`src/rtl/mac_seq_pkg.sv`:
```
// ============================================================================
// Module   : mac_seq_pkg
// Brief    : Shared state codes and datapath select constants for mac_seq_cu.
// Revision : 1.0 - initial release
// ============================================================================
`default_nettype none

package mac_seq_pkg;

   typedef enum logic [2:0] {
      ST_IDLE      = 3'd0,
      ST_LOAD_A    = 3'd1,
      ST_LOAD_B    = 3'd2,
      ST_MULT      = 3'd3,
      ST_WRITE_RAM = 3'd4,
      ST_READ_RAM  = 3'd5,
      ST_DONE      = 3'd6
   } state_t;

   localparam logic DA_A  = 1'b0;
   localparam logic DA_B  = 1'b1;
   localparam logic SA_RF = 1'b0;
   localparam logic SB_RF = 1'b1;

   function automatic int clog2_min1(input int n);
      return (n > 1) ? $clog2(n) : 1;
   endfunction

endpackage

`default_nettype wire

```
`src/rtl/mac_seq_wait_cnt.sv`:
```
// ============================================================================
// Module   : mac_seq_wait_cnt
// Brief    : Loadable down-counter with zero flag; times the multiplier wait.
// Revision : 1.0 - initial release
// ============================================================================
`default_nettype none

module mac_seq_wait_cnt #(
   parameter int WIDTH = 1
) (
   input  logic             clk,
   input  logic             reset,
   input  logic             i_load,
   input  logic [WIDTH-1:0] i_load_val,
   input  logic             i_dec,
   output logic             o_zero
);

   logic [WIDTH-1:0] r_count;

   always_ff @(posedge clk) begin
      if (reset) begin
         r_count <= '0;
      end else if (i_load) begin
         r_count <= i_load_val;
      end else if (i_dec && (r_count != '0)) begin
         r_count <= r_count - WIDTH'(1);
      end
   end

   assign o_zero = (r_count == '0);

endmodule

`default_nettype wire

```
`src/rtl/mac_seq_cu.sv`:
```
// ============================================================================
// Module   : mac_seq_cu
// Brief    : Sequencer for a NUM_PAIRS multiply-accumulate job with RAM write.
//            Optional macro MAC_SEQ_READBACK_EN adds the READ_RAM state.
// Revision : 1.0 - initial release
// ============================================================================
`default_nettype none

module mac_seq_cu
   import mac_seq_pkg::*;
#(
   parameter int RF_ADDR_W  = 3,
   parameter int RAM_ADDR_W = 3,
   parameter int NUM_PAIRS  = 2,
   parameter int MUL_LAT    = 1
) (
   input  logic                  clk,
   input  logic                  reset,
   input  logic                  start,
   input  logic [RF_ADDR_W-1:0]  adr_a_base,
   input  logic [RF_ADDR_W-1:0]  adr_b_base,
   input  logic [RAM_ADDR_W-1:0] ram_adr_in,
   output logic [RF_ADDR_W-1:0]  rf_adr,
   output logic                  w_rf,
   output logic                  DA,
   output logic                  SA,
   output logic                  SB,
   output logic                  acc_clr,
   output logic                  acc_en,
   output logic                  w_ram,
   output logic [RAM_ADDR_W-1:0] ram_adr,
   output logic                  busy,
   output logic                  done,
   output logic [2:0]            st_out
);

   localparam int c_IDX_W = clog2_min1(NUM_PAIRS);
   localparam int c_CNT_W = clog2_min1(MUL_LAT);

   state_t                r_state;
   state_t                w_next;
   logic [c_IDX_W-1:0]    r_idx;
   logic [RF_ADDR_W-1:0]  r_a_base;
   logic [RF_ADDR_W-1:0]  r_b_base;
   logic [RAM_ADDR_W-1:0] r_ram_adr;
   logic                  w_cnt_zero;
   logic                  w_last_pair;

   assign w_last_pair = (r_idx == c_IDX_W'(NUM_PAIRS - 1));

   mac_seq_wait_cnt #(
      .WIDTH (c_CNT_W)
   ) u_wait_cnt (
      .clk        (clk),
      .reset      (reset),
      .i_load     (r_state == ST_LOAD_B),
      .i_load_val (c_CNT_W'(MUL_LAT - 1)),
      .i_dec      (r_state == ST_MULT),
      .o_zero     (w_cnt_zero)
   );

   always_ff @(posedge clk) begin
      if (reset) begin
         r_state <= ST_IDLE;
      end else begin
         r_state <= w_next;
      end
   end

   // Job parameters are captured once in IDLE so base inputs may move mid-job.
   always_ff @(posedge clk) begin
      if (reset) begin
         r_idx     <= '0;
         r_a_base  <= '0;
         r_b_base  <= '0;
         r_ram_adr <= '0;
      end else if ((r_state == ST_IDLE) && start) begin
         r_idx     <= '0;
         r_a_base  <= adr_a_base;
         r_b_base  <= adr_b_base;
         r_ram_adr <= ram_adr_in;
      end else if ((r_state == ST_MULT) && w_cnt_zero && !w_last_pair) begin
         r_idx     <= r_idx + c_IDX_W'(1);
      end
   end

   always_comb begin
      w_next  = r_state;
      rf_adr  = '0;
      w_rf    = 1'b0;
      DA      = 1'b0;
      SA      = 1'b0;
      SB      = 1'b0;
      acc_clr = 1'b0;
      acc_en  = 1'b0;
      w_ram   = 1'b0;
      ram_adr = '0;
      busy    = 1'b1;
      done    = 1'b0;
      case (r_state)
         ST_IDLE: begin
            busy = 1'b0;
            if (start) w_next = ST_LOAD_A;
         end
         ST_LOAD_A: begin
            w_rf    = 1'b1;
            rf_adr  = r_a_base + RF_ADDR_W'(r_idx);
            DA      = DA_A;
            SA      = SA_RF;
            SB      = SB_RF;
            acc_clr = (r_idx == '0);
            w_next  = ST_LOAD_B;
         end
         ST_LOAD_B: begin
            w_rf   = 1'b1;
            rf_adr = r_b_base + RF_ADDR_W'(r_idx);
            DA     = DA_B;
            SA     = SA_RF;
            SB     = SB_RF;
            w_next = ST_MULT;
         end
         ST_MULT: begin
            if (w_cnt_zero) begin
               acc_en = 1'b1;
               w_next = w_last_pair ? ST_WRITE_RAM : ST_LOAD_A;
            end
         end
         ST_WRITE_RAM: begin
            w_ram   = 1'b1;
            ram_adr = r_ram_adr;
`ifdef MAC_SEQ_READBACK_EN
            w_next  = ST_READ_RAM;
`else
            w_next  = ST_DONE;
`endif
         end
`ifdef MAC_SEQ_READBACK_EN
         ST_READ_RAM: begin
            ram_adr = r_ram_adr;
            w_next  = ST_DONE;
         end
`endif
         ST_DONE: begin
            done   = 1'b1;
            w_next = ST_IDLE;
         end
         default: begin
            busy   = 1'b0;
            w_next = ST_IDLE;
         end
      endcase
   end

   assign st_out = r_state;

endmodule

`default_nettype wire

```
`config.mk`:
```
export PLATFORM = sky130hd
export DESIGN_NAME = mac_seq_cu
export DESIGN_NICKNAME = d
export VERILOG_FILES = /design/src/rtl/mac_seq_pkg.sv /design/src/rtl/mac_seq_wait_cnt.sv /design/src/rtl/mac_seq_cu.sv
export SDC_FILE = /design/constraint.sdc
export NUM_CORES = 1
export LEC_CHECK = 0
export ABC_AREA = 1
export CAP_MARGIN = 10
export CORE_AREA = 5 5 62 64
export DETAILED_ROUTE_END_ITERATION = 10
export DIE_AREA = 0 0 67 69
export DONT_BUFFER_PORTS = 1
export REMOVE_ABC_BUFFERS = 1
export SYNTH_ARGS = -nofsm -noshare
export SYNTH_HDL_FRONTEND = slang
export SYNTH_SLANG_ARGS = --single-unit
export TNS_END_PERCENT = 5
```
`constraint.sdc`:
```
create_clock -name clk -period 1.7 [get_ports clk]
set_clock_uncertainty 0.2 [all_clocks]
set_input_delay 0.255 -clock clk [delete_from_list [all_inputs] [get_ports clk]]
set_output_delay 0.255 -clock clk [all_outputs]
set_load 0.02 [all_outputs]
```
==> results of run 1 <==
-- repair_timing --
| action | CTS | global route |
|---|---|---|
| endpoints found under the hold margin | 14 | 0 |
| pin swaps | 3 | 6 |
| endpoints found under the setup margin | 12 | 12 |
| buffers inserted | 2 | 1 |
| gates resized for setup | 10 | 18 |
| hold buffers | 11 | 0 |
-- worst max-delay path by stage --
stage                          from        end  slack [ns]  cells after the start
after floorplan           st_out[0]  rf_adr[1]       -0.67                      9
after global placement    st_out[0]  rf_adr[2]       -0.05                     12
after detailed placement  st_out[0]  rf_adr[2]       -0.11                     12
after CTS                 st_out[2]  rf_adr[2]       -0.38                     12
after global routing      st_out[0]  rf_adr[2]       -0.51                     12
final                     st_out[0]  rf_adr[2]       -0.37                     12
-- Yosys cell counts --
cell type	number	area, um^2
sky130_fd_sc_hd__a21oi_1	13	65.1
sky130_fd_sc_hd__buf_2	1	5.00
sky130_fd_sc_hd__buf_4	2	15.0
sky130_fd_sc_hd__buf_6	2	22.5
sky130_fd_sc_hd__clkbuf_1	1	3.75
sky130_fd_sc_hd__conb_1	1	3.75
sky130_fd_sc_hd__dfxtp_1	14	280
sky130_fd_sc_hd__ha_1	2	25.0
sky130_fd_sc_hd__inv_1	13	48.8
sky130_fd_sc_hd__inv_2	2	7.51
sky130_fd_sc_hd__nand2_1	23	86.3
sky130_fd_sc_hd__nand2_2	2	12.5
sky130_fd_sc_hd__nand3_1	12	60.1
sky130_fd_sc_hd__nand3_2	3	30.0
sky130_fd_sc_hd__nand4_1	2	12.5
sky130_fd_sc_hd__nor2_1	13	48.8
sky130_fd_sc_hd__nor2_2	1	6.26
sky130_fd_sc_hd__nor3_1	1	5.00
sky130_fd_sc_hd__nor3_2	1	10.0
sky130_fd_sc_hd__nor3_4	1	16.3
sky130_fd_sc_hd__o21ai_1	1	5.00
-- worst max-delay path, delay by kind of cell, from the launching register on --
kind | cells | cell delay, ns
AND/OR/NAND/NOR | 6 | 0.39
flip-flops | 1 | 0.33
buffers and inverters | 4 | 0.28
adder cells (fa/ha/maj) | 2 | 0.32
-- stage by stage --
stage | power (uW) | instance area [um^2]
2_1_floorplan | 531 | 723
3_3_place_gp | 615 | 923
3_5_place_dp | 621 | 923
4_1_cts | 908 | 1110
5_1_grt | 988 | 1190
6_report | 924 | 1190
-- power breakdown --
part	switching (uW)	internal, uW
registers	17.2	353
clock network	104	130
logic	185	135
-- registers in the layout, summed over array words and instances, names as in the netlist --
register / count
r_a_base: 3
r_b_base: 3
r_ram_adr: 3
st_out: 3
r_idx: 1
u_wait_cnt.r_count: 1
-- routing by layer --
metal	track usage, %	vias up	part of all wire [%]
met5	0	-	0
met4	2.03	0	0
met3	2.60	0	8.8
met2	14.8	27	45
met1	11.8	366	46
li1	-	419	-
-- final cells by class --
class	instances	area share (%)
clock buffer	4	3.06
inverter	15	4.74
multi-input combinational	76	38.7
sequential	14	23.9
tap	46	4.85
timing repair buffer	33	24.8
-- cells by family after synthesis --
group                      synth area share (%)
AOI/OAI and AO/OA                          9.10
and+or+nand+nor                            37.4
buffers and inverters                      13.3
adders and majority gates                  3.25
DFF                                        36.4
other                                     0.487
==> impl_results.md, run 1 <==
* Global-route wire length before repair at 3.36 mm
* I/O pin cnt at 30
* Die ar. at 0.00462 mm^2
* Leakage power summed over all cells at 0.000497 uW
* Post-Synthesis Cells at 111
* Global routing usage summed across all routing layers at 9.15%
* Pre-CTS setup slack at -0.110 ns
* Slowest stage cell on the critical path: sky130_fd_sc_hd__dfxtp_2
* Final critical path time including I/O delays and setup at 2.07 ns
* Depth of the worst register-to-register path at 5
* Count of pins over their slew limit at 0
* Share of final-layout standard cells stronger than drive strength 1 at 38.0%
* Number of clock buffers inserted by TritonCTS at 3
* Layout fillers at 335
* Destination of the worst hold path: st_out[0]
* Reg-to-Reg Start: st_out[2]
* Inserted Diodes at 0
* Remaining max-slew budget at the tightest pin at 66.3%
* Worst hold start: start
* Layout Cells excl Fill at 188
* Total area of multi-input combinational cells at 459 um^2
* Remaining antenna violation count at 0
* Setup-violating endpoint count in the final report at 8
* Arrival time worst endpoint at 1.61 ns
* Layout Area Growth over Synthesis at 54.3%
* Maximum clock frequency at 0.484 GHz
* Clock transition at path regs at 0.08 ns
* Number of nets in the finished design at 157
* Placer Congestion at 0.836
* Critical Path Start Type: flop
* Actual slew at the worst max-slew pin at 0.504 ns
* Number of global-route vias before repair at 765
* CP Data Required Time at 1.24 ns
* Root buffer cell: sky130_fd_sc_hd__clkbuf_4
* YS warnings at 0
* Initial cell density of the core at 23.8%
* Total Neg Setup Slack at -1.30 ns
* Most common cell after layout, fill and taps aside: sky130_fd_sc_hd__nand2_1
* Classification of the worst-slack hold path: in -> reg
* Initial antenna violation count at 0
* DR pass1 iterations at 4
* Via-per-instance ratio at 4.32
* Detailed-placement wirelength estimate at 1.57 mm
* Post-Syn Area per Cell at 6.93 um^2
* Most Frequent Cell on Critical Path: sky130_fd_sc_hd__inv_2
* Number of rows in the core area at 21
* Areal power density over the cells at 778 mW/mm^2
* Num Clock Sinks at 14
* RSZ-0062 raised after global routing: yes
* FF+latch area at 284 um^2
* DRC violation count after routing at 0
* Longest individual stage delay on the worst path at 0.33 ns
* Worst VDD drop at 0.341 mV
* Die width at 67 um
* Reg2reg setup slack at 0.10 ns
* Sequential area share after synthesis at 36.4%
* Total wire length at 2.11 mm
* Vertical die dimension at 69 um
* Critical Path, Cell by Cell: inv_2 > nand3_4 > inv_2 > nand2_1 > nand2_1 > ha_2 > ha_4 > inv_2 > nand3_2 > nand2_2 > nor2_2 > buf_6
* GRT Residual Overflow at 0
* Critical setup path kind: reg -> out
* CTS HTree Levels at 1
* Distinct cells, synth at 21
* Result of the run: finished, violations left
* Hold Worst Slack at 0.0184 ns
* Pin count of the biggest net entering global routing at 14
* Largest driver fanout on the critical path at 4
* CTS tree: yes
* DR iter-0 viols at 40
* Cell total after placement at 170
* Standard cell core area at 0.00323 mm^2
* Number of stages on the worst hold path at 4
* Detailed-route wire length per cell at 11.2 um
* Highest-count cells in the layout ignoring fill and taps: sky130_fd_sc_hd__nand2_1, sky130_fd_sc_hd__buf_4, sky130_fd_sc_hd__a21oi_1, sky130_fd_sc_hd__dlygate4sd3_1, sky130_fd_sc_hd__dfxtp_1
* Fraction of the core area covered by cells at the end of the flow at 36.7%
* Endpoint class of the critical path: output pin
* FF-to-FF End: r_a_base[1]
* Final critical-path share of the clock period at 122%
* # port buffers at 0
* Max-cap violation count at 0
* Clock latency on the worst-skew pair at 0.27 ns
* DR vias at 812
* Violated checks: setup timing
* Synth Register Bits at 14
* Worst setup margin at -0.368 ns
* Worst-case clock buffer depth at 2
* Final Hold Violating Endpoints at 0
* Summed instance area of the synthesized netlist at 769 um^2
Power figures use the tool's default switching activity.
==> run 2, diff against run 1 <==
--- a/config.mk
+++ b/config.mk
@@ -12,6 +12,7 @@
 export DIE_AREA = 0 0 67 69
 export DONT_BUFFER_PORTS = 1
 export REMOVE_ABC_BUFFERS = 1
+export SLEW_MARGIN = 20
 export SYNTH_ARGS = -nofsm -noshare
 export SYNTH_HDL_FRONTEND = slang
 export SYNTH_SLANG_ARGS = --single-unit
==> results of run 2 <==
Final layout, timing and power as in run 1 (identical DEF).
==> run 3, diff against run 2 <==
--- a/config.mk
+++ b/config.mk
@@ -8,6 +8,7 @@
 export ABC_AREA = 1
 export CAP_MARGIN = 10
 export CORE_AREA = 5 5 62 64
+export CTS_CLUSTER_DIAMETER = 60
 export DETAILED_ROUTE_END_ITERATION = 10
 export DIE_AREA = 0 0 67 69
 export DONT_BUFFER_PORTS = 1
==> results of run 3 <==
Final layout, timing and power as in run 1 (identical DEF).
==> edit 1, RTL diff (flow settings as in run 2) <==
The option `MAC_SEQ_READBACK_EN` is turned on by a define.
--- a/src/rtl/mac_seq_cu.sv
+++ b/src/rtl/mac_seq_cu.sv
@@ -5,6 +5,8 @@
 // Revision : 1.0 - initial release
 // ============================================================================
 `default_nettype none
+
+`define MAC_SEQ_READBACK_EN
 
 module mac_seq_cu
    import mac_seq_pkg::*;
Check against the original RTL: not equivalent (Yosys sat finds a counterexample within 10 cycles, from zero or initial values and one cycle with reset high).
==> edit 1 against run 2 <==
Synthesized area up 12%; synthesized cell count up 32%; worst setup slack worse by 0.034 ns; non-clock buffer count did not move; cell area rose by 4.8%; power grew 3.7%; clock power grew 5%; the flow still finishes with violations (setup timing); sequential cell count did not move; worst hold slack better by 0.10 ns; critical path type unchanged; wire length down 1.8%; die area unchanged; first-iteration DRC count increased by 5.0%.
==> edit 1: results (changes against run 2) <==
Place
  • GPL Wtd Cong: 0.767 (was 0.836)
  • Detailed Place HPWL: 1.57 mm (about the same)
  • Cell Area, Placed: 1030 sq um (was 923 sq um)
  • Dpl ws: -0.202 ns (was -0.110 ns)
  • Dpl cells: 208 (was 170)

Synth
  • Synth area leaders: dfxtp_1 (33%), nand2_1 (17%), inv_1 (17%), nor2_1 (10%), nand3_1 (3.5%) (was dfxtp_1 (36%), nand2_1 (11%), a21oi_1 (8.5%), nand3_1 (7.8%), inv_1 (6.3%))
  • Synth cell count leaders: nand2_1 (40), inv_1 (39), nor2_1 (24) (was nand2_1 (23), dfxtp_1 (14), a21oi_1 (13), inv_1 (13), nor2_1 (13))
  • Yosys warns: 0 (unchanged)
  • FFs w/ async S/R, synth: 0% (unchanged)
  • Cell variety after synth: 19 (was 21)
  • Post-synthesis sequential area ratio: 32.5% (was 36.4%)
  • Cells after Synth: 146 (was 111)

Setup path
  • Slowest CP cell: dfxtp_4 (was dfxtp_2)
  • CP max FO: 5 (was 4)
  • Worst r2r dst: r_b_base[1] (was r_a_base[1])
  • Slowest stage delay, CP: 0.37 ns (was 0.33 ns)
  • Arrival @ worst endpoint: 1.65 ns (was 1.61 ns)
  • Worst r2r path cells: 10 (was 5)

STA
  • Worst Setup Slack, final: -0.402 ns (was -0.368 ns)
  • Endpoints failing setup: 11 (was 8)

Global route
  • Gr usage total: 9.93% (was 9.15%)
  • Largest net degree at the start of global routing: 11 (was 14)
  • Global-route wire length before repair: 3.56 mm (was 3.36 mm)
  • Vias in the first global route: 811 (was 765)

Clock tree
  • Clk buf depth: 2 (unchanged)

Min path
  • HP Start: reset (was start)
  • Hold WC Path Type: in -> reg (unchanged)
  • Hold endpoint: r_ram_adr[2] (was st_out[0])
  • Hold Crit Depth: 3 (was 4)

Route
  • Vias per cell: 3.84 (was 4.32)
  • Drt pass-1 iters: 4 (unchanged)
  • DRT iter0 DRCs: 42 (was 40)
  • DR WL/cell: 9.25 microns (was 11.2 microns)

Cells and area
  • Non-filler cells, final: 224 (was 188)
  • Share of cells above drive strength 1: 25.3% (was 38.0%)
  • Nets@finish: 193 (was 157)
  • Area occupied by multi-input gates: 418 sq um (was 459 sq um)
  • # fillers: 367 (was 335)

Power and ir drop
  • Leakage: 0.000680 uW (was 0.000497 uW)
  • Peak VDD IR: 0.296 mV (was 0.341 mV)

Status
  • Failing checks: setup timing (unchanged)
  • Status: finished, violations left (unchanged)
==> edit 1: cell types whose count changed in the layout (fill, tap and decap cells not counted), moves of 3 or more <==
cell     change
a21oi_1     -11
dfxtp_2      -3
inv_1       +27
nand2_1     +16
nand3_1      -4
nand3_2      -3
nor2_1      +12
o21ai_0      +3
==> edit 1: timing repair <==
item                       in CTS  in global routing
pin swaps                       4                  1
buffers inserted                1                  1
setup endpoints to repair      13                 13
hold endpoints to repair       13                  0
hold buffers                   10                  0
gates resized for setup        15                  8
==> edit 1: metrics by stage <==
step / TNS [ns] / hold WS (ns)
after global placement: -0.363 / 0.128
final: -1.90 / 0.119
after global routing: -3.05 / 0.154
after detailed placement: -0.435 / 0.127
after CTS: -1.90 / 0.118
after floorplan: -1.24 / 0.124
==> edit 1: per-layer routing <==
layer	track usage, %	vias to the layer above	share of wire (%)	routed length (microns)
li1	-	477	-	-
met1	13.6	358	48	992
met2	14.3	22	44	911
met3	1.95	4	5.6	116
met4	5.41	0	2.5	52
met5	0	-	0	0
==> edit 1: worst max path at each step <==
stage	from	to	cells after the start
2_1_floorplan	st_out[0]	rf_adr[2]	10
3_3_place_gp	st_out[2]	rf_adr[1]	9
3_5_place_dp	st_out[2]	rf_adr[2]	11
4_1_cts	st_out[0]	rf_adr[2]	11
5_1_grt	st_out[2]	rf_adr[2]	11
6_report	st_out[2]	rf_adr[2]	11
==> edit 1: report_power, final <==
group	internal [uW]	total (uW)	leakage, uW	switching (uW)
registers	358	375	0.000117	17.2
logic	138	338	0.000543	200
clock network	130	246	0.0000210	115
==> edit 1: layout make-up <==
type	count	share of cell area (%)
clock buffer	4	2.91
tap	46	4.62
multi-input combinational	85	33.6
timing repair buffer	33	23.1
sequential	14	23.1
inverter	42	12.7
==> edit 1: cells by family (layout without fill, tap and decap cells) <==
group,count (synthesis),in the layout,share of synthesized area (%)
other,1,1,0.435
adder cells (fa/ha/maj),2,2,2.90
flip-flops,14,14,32.5
AND/OR/NAND/NOR,75,75,36.4
buffers and inverters,47,79,23.5
AO/OA/AOI/OAI,7,7,4.21
==> edit 1: worst min-delay path, delay by kind of cell <==
family | cells | cell delay [ns]
buffers and inverters | 1 | 0.15
and+or+nand+nor | 2 | 0.16
==> edit 2, RTL diff (settings of run 2) <==
Without the edit above. Reset style: asynchronous (`reset`), changed in 3 clocked blocks.
--- a/src/rtl/mac_seq_wait_cnt.sv
+++ b/src/rtl/mac_seq_wait_cnt.sv
@@ -18,7 +18,7 @@
 
    logic [WIDTH-1:0] r_count;
 
-   always_ff @(posedge clk) begin
+   always_ff @(posedge clk or posedge reset) begin
       if (reset) begin
          r_count <= '0;
       end else if (i_load) begin
--- a/src/rtl/mac_seq_cu.sv
+++ b/src/rtl/mac_seq_cu.sv
@@ -59,7 +59,7 @@
       .o_zero     (w_cnt_zero)
    );
 
-   always_ff @(posedge clk) begin
+   always_ff @(posedge clk or posedge reset) begin
       if (reset) begin
          r_state <= ST_IDLE;
       end else begin
@@ -68,7 +68,7 @@
    end
 
    // Job parameters are captured once in IDLE so base inputs may move mid-job.
-   always_ff @(posedge clk) begin
+   always_ff @(posedge clk or posedge reset) begin
       if (reset) begin
          r_idx     <= '0;
          r_a_base  <= '0;
Behaviour: differs if reset is asserted again (counterexample within 4 cycles, from zero or initial values and one cycle with reset high); with reset held inactive, the same outputs for 10 cycles.
==> edit 2 against run 2 <==
The run still ends with setup timing left; worst hold slack improved by 0.25 ns; wire length up 3.5%; largest cell class unchanged; cell area is 3.7% higher; cell count is 2.7% lower; core utilization increased by 1.4 points; via count down 6.7%; critical path depth shrank 3; synthesized area grew 2.3%; worst setup slack lost 0.067 ns; non-clock buffer count up 2; sequential cell count is the same.
Power is not compared: it rests on default switching activity, and its combinational part moved more than twofold at a synthesized area within 25%.
==> edit 2: results (changes against run 2) <==
Synth
  • FFs w/ async S/R, synth: 100% (was 0%)
  • Cell variety after synth: 22 (was 21)
  • Synth Area in Adders: 3.18% (was 3.25%)
  • Post-synthesis sequential area ratio: 44.5% (was 36.4%)
  • Synth Flop Type: dfrtp_1 (was dfxtp_1)

Setup path
  • Arrival @ worst endpoint: 1.68 ns (was 1.61 ns)
  • Worst r2r dst: r_ram_adr[1] (was r_a_base[1])
  • Setup crit end: rf_adr[1] (was rf_adr[2])
  • Reg2reg start: st_out[2] (unchanged)
  • Slowest stage delay, CP: 0.40 ns (was 0.33 ns)
  • R2R Setup Slk: 0.13 ns (was 0.10 ns)
  • Worst r2r path cells: 9 (was 5)
  • CP max FO: 3 (was 4)
  • Slowest CP cell: dfrtp_1 (was dfxtp_2)

STA
  • Worst Hold Margin: 0.272 ns (was 0.0184 ns)
  • Endpoints failing setup: 13 (was 8)
  • Worst Setup Slack, final: -0.435 ns (was -0.368 ns)
  • Slew margin rel.: 64.0% (was 66.3%)

Clock tree
  • Post-cts resize count: 18 (was 10)

Route
  • DR vias: 758 (was 812)
  • Met3 WL: 190 microns (was 186 microns)
  • Routed length on met1: 865 microns (was 974 microns)

Status
  • Status: finished, violations left (unchanged)
  • Failing checks: setup timing (unchanged)

Global route
  • Met1 Track Usage GR: 11.2% (was 11.8%)
  • Global-route wire length before repair: 3.46 mm (was 3.36 mm)

Place
  • Cell Area, Placed: 967 sq um (was 923 sq um)

Cells and area
  • Nets@finish: 153 (was 157)
[edit 2: changes by cell type after synthesis, sizes merged, moves of 2 or more]
cell / run 2 / this run
nand3: 15 / 4
buf: 5 / 3
nor3: 3 / 1
a21oi: 13 / 4
dfrtp: 0 / 14
inv: 15 / 19
o21ai: 1 / 7
nand2: 25 / 33
dfxtp: 14 / 0
nor2: 14 / 12
[edit 2: final cells by class]
type / count / area (sq um)
tap: 46 / 57.6
fill: 345 / 2000
sequential: 14 / 350
clock buffer: 3 / 22.5
timing repair buffer: 35 / 305
inverter: 19 / 81.3
multi-input combinational: 66 / 414
[edit 2: per-stage QoR]
stage / std cells / TNS (ns) / power [uW] / util, %
6_report: 183 / -2.16 / 2630 / 38.1
5_1_grt: 183 / -3.38 / 2840 / 38.1
4_1_cts: 182 / -2.20 / 2450 / 36.1
3_5_place_dp: 166 / -0.270 / 2060 / 29.9
3_3_place_gp: 166 / -0.195 / 2030 / 29.9
2_1_floorplan: 99 / -1.27 / 1500 / -
